## src/rtl/proc_ctrl_pkg.sv

```systemverilog
// Shared definitions for the pratica2 control unit: opcodes, time-step
// encoding and instruction-register field positions.
package proc_ctrl_pkg;

    typedef enum logic [1:0] {
        T0 = 2'd0,
        T1 = 2'd1,
        T2 = 2'd2,
        T3 = 2'd3
    } state_t;

    localparam int unsigned IrW = 9;

    localparam int unsigned OpMsb = 8;
    localparam int unsigned OpLsb = 6;
    localparam int unsigned XMsb  = 5;
    localparam int unsigned XLsb  = 3;
    localparam int unsigned YMsb  = 2;
    localparam int unsigned YLsb  = 0;

    localparam logic [2:0] OpMv   = 3'b000;
    localparam logic [2:0] OpMvi  = 3'b001;
    localparam logic [2:0] OpAdd  = 3'b010;
    localparam logic [2:0] OpSub  = 3'b011;
    localparam logic [2:0] OpMvnz = 3'b100;

    function automatic logic [2:0] ir_op(input logic [IrW-1:0] ir);
        return ir[OpMsb:OpLsb];
    endfunction

    function automatic logic [2:0] ir_x(input logic [IrW-1:0] ir);
        return ir[XMsb:XLsb];
    endfunction

    function automatic logic [2:0] ir_y(input logic [IrW-1:0] ir);
        return ir[YMsb:YLsb];
    endfunction

endpackage

```

## src/rtl/dec3to8.sv

```systemverilog
// 3-to-8 one-hot decoder with enable; output is all zeros when disabled.
module dec3to8 (
    input  logic       en,
    input  logic [2:0] sel,
    output logic [7:0] onehot
);

    always_comb begin
        onehot = 8'h00;
        if (en) begin
            onehot[sel] = 1'b1;
        end
    end

endmodule

```

## src/rtl/proc_ctrl_fsm.sv

```systemverilog
// Time-step control unit for the pratica2 datapath: IR, T0-T3 sequencer,
// bus/load strobes and a completed-instruction counter.
// Optional feature: define PROC_MVNZ_EN to enable the mvnz opcode.
module proc_ctrl_fsm
    import proc_ctrl_pkg::*;
#(
    parameter int unsigned INSTR_CNT_W = 16
) (
    input  logic                   clock,
    input  logic                   reset,
    input  logic                   run,
    input  logic [8:0]             din_ir,
    input  logic                   g_nz,
    output logic                   ir_in,
    output logic [7:0]             r_in,
    output logic [7:0]             r_out,
    output logic                   g_out,
    output logic                   din_out,
    output logic                   a_in,
    output logic                   g_in,
    output logic                   add_sub,
    output logic                   done,
    output logic [8:0]             ir,
    output logic [1:0]             state,
    output logic [INSTR_CNT_W-1:0] instr_count
);

    state_t                 state_q;
    logic [IrW-1:0]         ir_q;
    logic [INSTR_CNT_W-1:0] cnt_q;

    logic [2:0] op;
    logic [2:0] x_idx;
    logic [2:0] y_idx;
    logic [2:0] rout_idx;
    logic       rin_en;
    logic       rout_en;
    logic       rout_sel_x;

    assign op    = ir_op(ir_q);
    assign x_idx = ir_x(ir_q);
    assign y_idx = ir_y(ir_q);

    always_ff @(posedge clock or posedge reset) begin
        if (reset) begin
            state_q <= T0;
            ir_q    <= '0;
            cnt_q   <= '0;
        end else begin
            unique case (state_q)
                T0: begin
                    if (run) begin
                        ir_q    <= din_ir;
                        state_q <= T1;
                    end
                end
                T1: state_q <= (op == OpAdd || op == OpSub) ? T2 : T0;
                T2: state_q <= T3;
                T3: state_q <= T0;
                default: state_q <= T0;
            endcase
            if (done) begin
                cnt_q <= cnt_q + INSTR_CNT_W'(1);
            end
        end
    end

    always_comb begin
        ir_in      = 1'b0;
        rin_en     = 1'b0;
        rout_en    = 1'b0;
        rout_sel_x = 1'b0;
        g_out      = 1'b0;
        din_out    = 1'b0;
        a_in       = 1'b0;
        g_in       = 1'b0;
        add_sub    = 1'b0;
        done       = 1'b0;
        unique case (state_q)
            // Gate with reset so a held run cannot leak a fetch strobe.
            T0: ir_in = run & ~reset;
            T1: begin
                case (op)
                    OpMv: begin
                        rout_en = 1'b1;
                        rin_en  = 1'b1;
                        done    = 1'b1;
                    end
                    OpMvi: begin
                        din_out = 1'b1;
                        rin_en  = 1'b1;
                        done    = 1'b1;
                    end
                    OpAdd, OpSub: begin
                        rout_en    = 1'b1;
                        rout_sel_x = 1'b1;
                        a_in       = 1'b1;
                    end
`ifdef PROC_MVNZ_EN
                    OpMvnz: begin
                        rout_en = g_nz;
                        rin_en  = g_nz;
                        done    = 1'b1;
                    end
`endif
                    default: done = 1'b1;
                endcase
            end
            T2: begin
                rout_en = 1'b1;
                g_in    = 1'b1;
                add_sub = (op == OpSub);
            end
            T3: begin
                g_out  = 1'b1;
                rin_en = 1'b1;
                done   = 1'b1;
            end
            default: ;
        endcase
    end

`ifndef PROC_MVNZ_EN
    logic unused_g_nz;
    assign unused_g_nz = g_nz;
`endif

    assign rout_idx = rout_sel_x ? x_idx : y_idx;

    dec3to8 u_dec_rin (
        .en     (rin_en),
        .sel    (x_idx),
        .onehot (r_in)
    );

    dec3to8 u_dec_rout (
        .en     (rout_en),
        .sel    (rout_idx),
        .onehot (r_out)
    );

    assign ir          = ir_q;
    assign state       = state_q;
    assign instr_count = cnt_q;

endmodule

```

## config.mk

```make
export PLATFORM = sky130hd
export DESIGN_NAME = proc_ctrl_fsm
export DESIGN_NICKNAME = d
export VERILOG_FILES = /design/src/rtl/proc_ctrl_pkg.sv /design/src/rtl/dec3to8.sv /design/src/rtl/proc_ctrl_fsm.sv
export SDC_FILE = /design/constraint.sdc
export NUM_CORES = 1
export LEC_CHECK = 0
export BUFFER_PORTS_ARGS = -buffer_cell sky130_fd_sc_hd__clkbuf_2
export CORE_MARGIN = 2
export CORE_UTILIZATION = 40
export CTS_CLUSTER_DIAMETER = 120
export DETAILED_ROUTE_END_ITERATION = 12
export PLACE_DENSITY = 0.79
export SETUP_SLACK_MARGIN = 0.1
export SYNTH_ARGS = -nofsm -noshare
export SYNTH_HDL_FRONTEND = slang
export SYNTH_SLANG_ARGS = --single-unit
```

## constraint.sdc

```tcl
create_clock -name clock -period 1.7 [get_ports clock]
set_input_delay 0.17 -clock clock [delete_from_list [all_inputs] [get_ports clock]]
set_output_delay 0.17 -clock clock [all_outputs]
set_load 0.02 [all_outputs]
```

==> results.ini <==
[synth]
synthCells = 135
synth-edff-count = 0
synth.avg_cell_area_um2 = 10.8
synthAdderAreaFrac_pct = 4.28
synth_top_area_share_pct = 46.2
syn_nets = 153
synthSimpleGateAreaFrac_pct = 24.9
yosys.cell_types.count = 28
yosys-top-cells-area = dfrtp_1 (46%), mux2_2 (7.7%), xor2_1 (5.4%)
synth-seq-cells = 27
ys_seq_area_share_pct = 46.2
yosysTopAreaCell = dfrtp_1
synth_ff_type = dfrtp_1
synth_mux_area_share_pct = 10.4
synth-xor-area-share_pct = 8.99
synth_compound_area_share_pct = 3.34
syn_area_um2 = 1460
async_reset_ff_share_pct = 100
synth_top_family_by_area = simple AND/OR/NAND/NOR gates
synth_warnings = 0

[die]
die_y_um = 64.4
die_x_um = 64.4
start_util_pct = 42.8
rows = 21
die-area_um2 = 4150
io_pins = 63
coreArea_um2 = 3420

[route]
post_drt_via_cell_ratio = 5.25
drt_iter0_markers = 35
antenna_left = 0
wl_per_cell_um = 17.6
vias = 1469
drt-total-wl_um = 4940
detail_route.first_pass.iterations = 4
route.detailed.drc = 0

[sta]
hold_viol = 0
max_freq_ghz = 0.439
finalCritPeriodShare_pct = 134
tightest_slew_ns = 0.351
rsz0062_at_grt = true
worst_slack_ns = -0.579
drv_slew = 0
setup_violations = 31
relSlewSlack_pct = 76.6
skew_ns = 0.00476
fin_crit_ns = 2.28

[clock_network]
cts_made_buffers = 3
h-tree-depth = 1
clock_path_buffers = 2
clkTransAtPathRegs_ns = 0.14
cts_tree = yes
clk-insertion-delay-late_ns = 0.32
root_buffer = clkbuf_4
clock_sinks = 27

[outcome]
failed_checks = setup timing
status = finished with violations

[grt]
antenna_found_initial = 0
grt_pass1_vias = 1403
grt_max_degree = 28
grt_pass1_wl_um = 6870
track_usage_pct = 21.3
overflow = 0

[place]
gp_congestion = 0.825
dp_hpwl_um = 2620
portBuffers = 61
dp.cells = 259

[layout]
area_delta_synth_final_pct = 79.0
drive_gt1_share_pct = 66.7
final_nets = 253
layoutNonFillerInstCount = 280
diodes = 0

[min_path]
min_path_type = in -> reg

[power_and_ir_drop]
pwr-share-comb_pct = 70.4
power.leakage_uw = 0.00131
total_power_uw = 4770
ir_worst_vdd_mv = 1.25
p_sw_uw = 2220
p_per_area_nw_per_um2 = 1820
p_int_uw = 2550
p_seq_share_pct = 23.7
power_switching_share_pct = 46.5
clkPwrFrac_pct = 5.8

[setup_path]
critPathKind = reg -> out
crit_path_end_kind = output pin
critPathLaunchType = flop
critPathMaxFanout = 4
crit_required_ns = 1.53
arrival_ns = 2.11

[run]
timing.max_cap.violations = 0

[flip-flops by register name, summed over array words and instances (netlist names), named ones only]
register and count:
instr_count 16, state 1, ir 9
[critical path, cell delays in order, from the launching register on]
cell	delay, ns
dfrtp_2	0.44
inv_2	0.08
ha_4	0.13
nand3b_1	0.17
buf_6	0.19
mux2i_2	0.27
nand2b_1	0.14
nor2_1	0.18
buf_4	0.18
[path summary, 6_finish.rpt]
| check | startpoint | to | slack, ns | cells past startpoint |
|---|---|---|---|---|
| max in group asynchronous | reset | state[0]$_DFFE_PP0P_ | 0.95 | 4 |
| min | din_ir[8] | ir[8]$_DFFE_PP0P_ | 0.07 | 2 |
| max | flop | r_out[4] | -0.58 | 8 |
| min reg2reg | instr_count[15]$_DFFE_PP0P_ | instr_count[15]$_DFFE_PP0P_ | 0.48 | 1 |
| min in group asynchronous | reset | instr_count[10]$_DFFE_PP0P_ | 0.48 | 4 |
| max reg2reg | flop | instr_count[15]$_DFFE_PP0P_ | -0.10 | 10 |
[stage by stage]
step | instance area, um^2 | worst slack [ns] | TNS [ns] | hold slack (ns) | utilization (%)
finish | 2620 | -0.579 | -7.40 | 0.0652 | 76.6
global route | 2620 | -0.651 | -9.66 | 0.0458 | 76.6
CTS | 2400 | -0.403 | -5.17 | 0.0622 | 70.4
detailed placement | 2020 | -0.0819 | -0.382 | 0.250 | 59.2
global placement | 2020 | -0.0298 | -0.0781 | 0.240 | 59.2
floorplan | 1520 | -0.183 | -1.25 | 0.223 | -
[repair_timing]
action	in CTS	in global routing
endpoints found under the setup margin	24	39
gates resized for setup	61	58
setup buffers	13	7
gates cloned	0	0
hold buffers	1	0
hold endpoints to repair	27	0
pin swaps	27	22
[power by group through the flow]
stage          Sequential (uW)  Combinational (uW)  Clock (uW)
2_1_floorplan             1380                1060           0
3_3_place_gp              1090                2120           0
3_5_place_dp              1110                2160           0
4_1_cts                   1100                2750         283
5_1_grt                   1160                3530         316
6_report                  1130                3360         278
[area by class of cell]
class	instances	area, um^2
Timing Repair Buffer	95	763
Inverter	7	31.3
Multi-Input combinational cell	101	1060
Clock buffer	4	26.3
Fill cell	213	800
Sequential cell	27	678
Tap cell	46	57.6
[cells in the mapped netlist (all sizes together), types with 5 or more instances]
cell type,n
dfrtp,27
ha,5
inv,7
mux2,10
nand2,11
nand2b,8
nand4,5
nor2,16
nor3,6
xnor2,6
xor2,9
[metal layers]
metal	vias to the layer above	routed length, um	track usage [%]	share of wire (%)
met1	703	1920	24.5	39
met5	-	0	0	0
li1	671	-	-	-
met4	0	153	7.71	3.1
met3	16	315	3.82	6.4
met2	79	2550	39.3	52
[layout by cell type, fill, tap and decap left out, drive strengths merged]
master / netlist / layout
nand3b: 2 / 2
nand2: 11 / 11
dfrtp: 27 / 27
nor4b: 4 / 4
clkbuf: 0 / 47
and4: 2 / 2
nor3: 6 / 6
and3: 2 / 2
nor2: 16 / 16
o21bai: 1 / 1
nand2b: 8 / 8
mux2: 10 / 10
dlygate4sd3: 0 / 1
xnor2: 6 / 6
buf: 0 / 51
mux2i: 4 / 4
nand4: 5 / 5
a31oi: 1 / 1
nand3: 3 / 3
a21oi: 2 / 2
inv: 7 / 7
ha: 5 / 5
xor2: 9 / 9
o21ai: 1 / 1
nor3b: 1 / 1
a31o: 1 / 1
nor2b: 1 / 1
[cells by family after synthesis]
kind of cell	after synthesis
xor gates and xnor gates	15
muxes	14
and+or+nand+nor	61
AOI/OAI and AO/OA	6
DFF	27
adders and majority gates	5
buffers and inverters	7
Power figures use the tool's default switching activity.
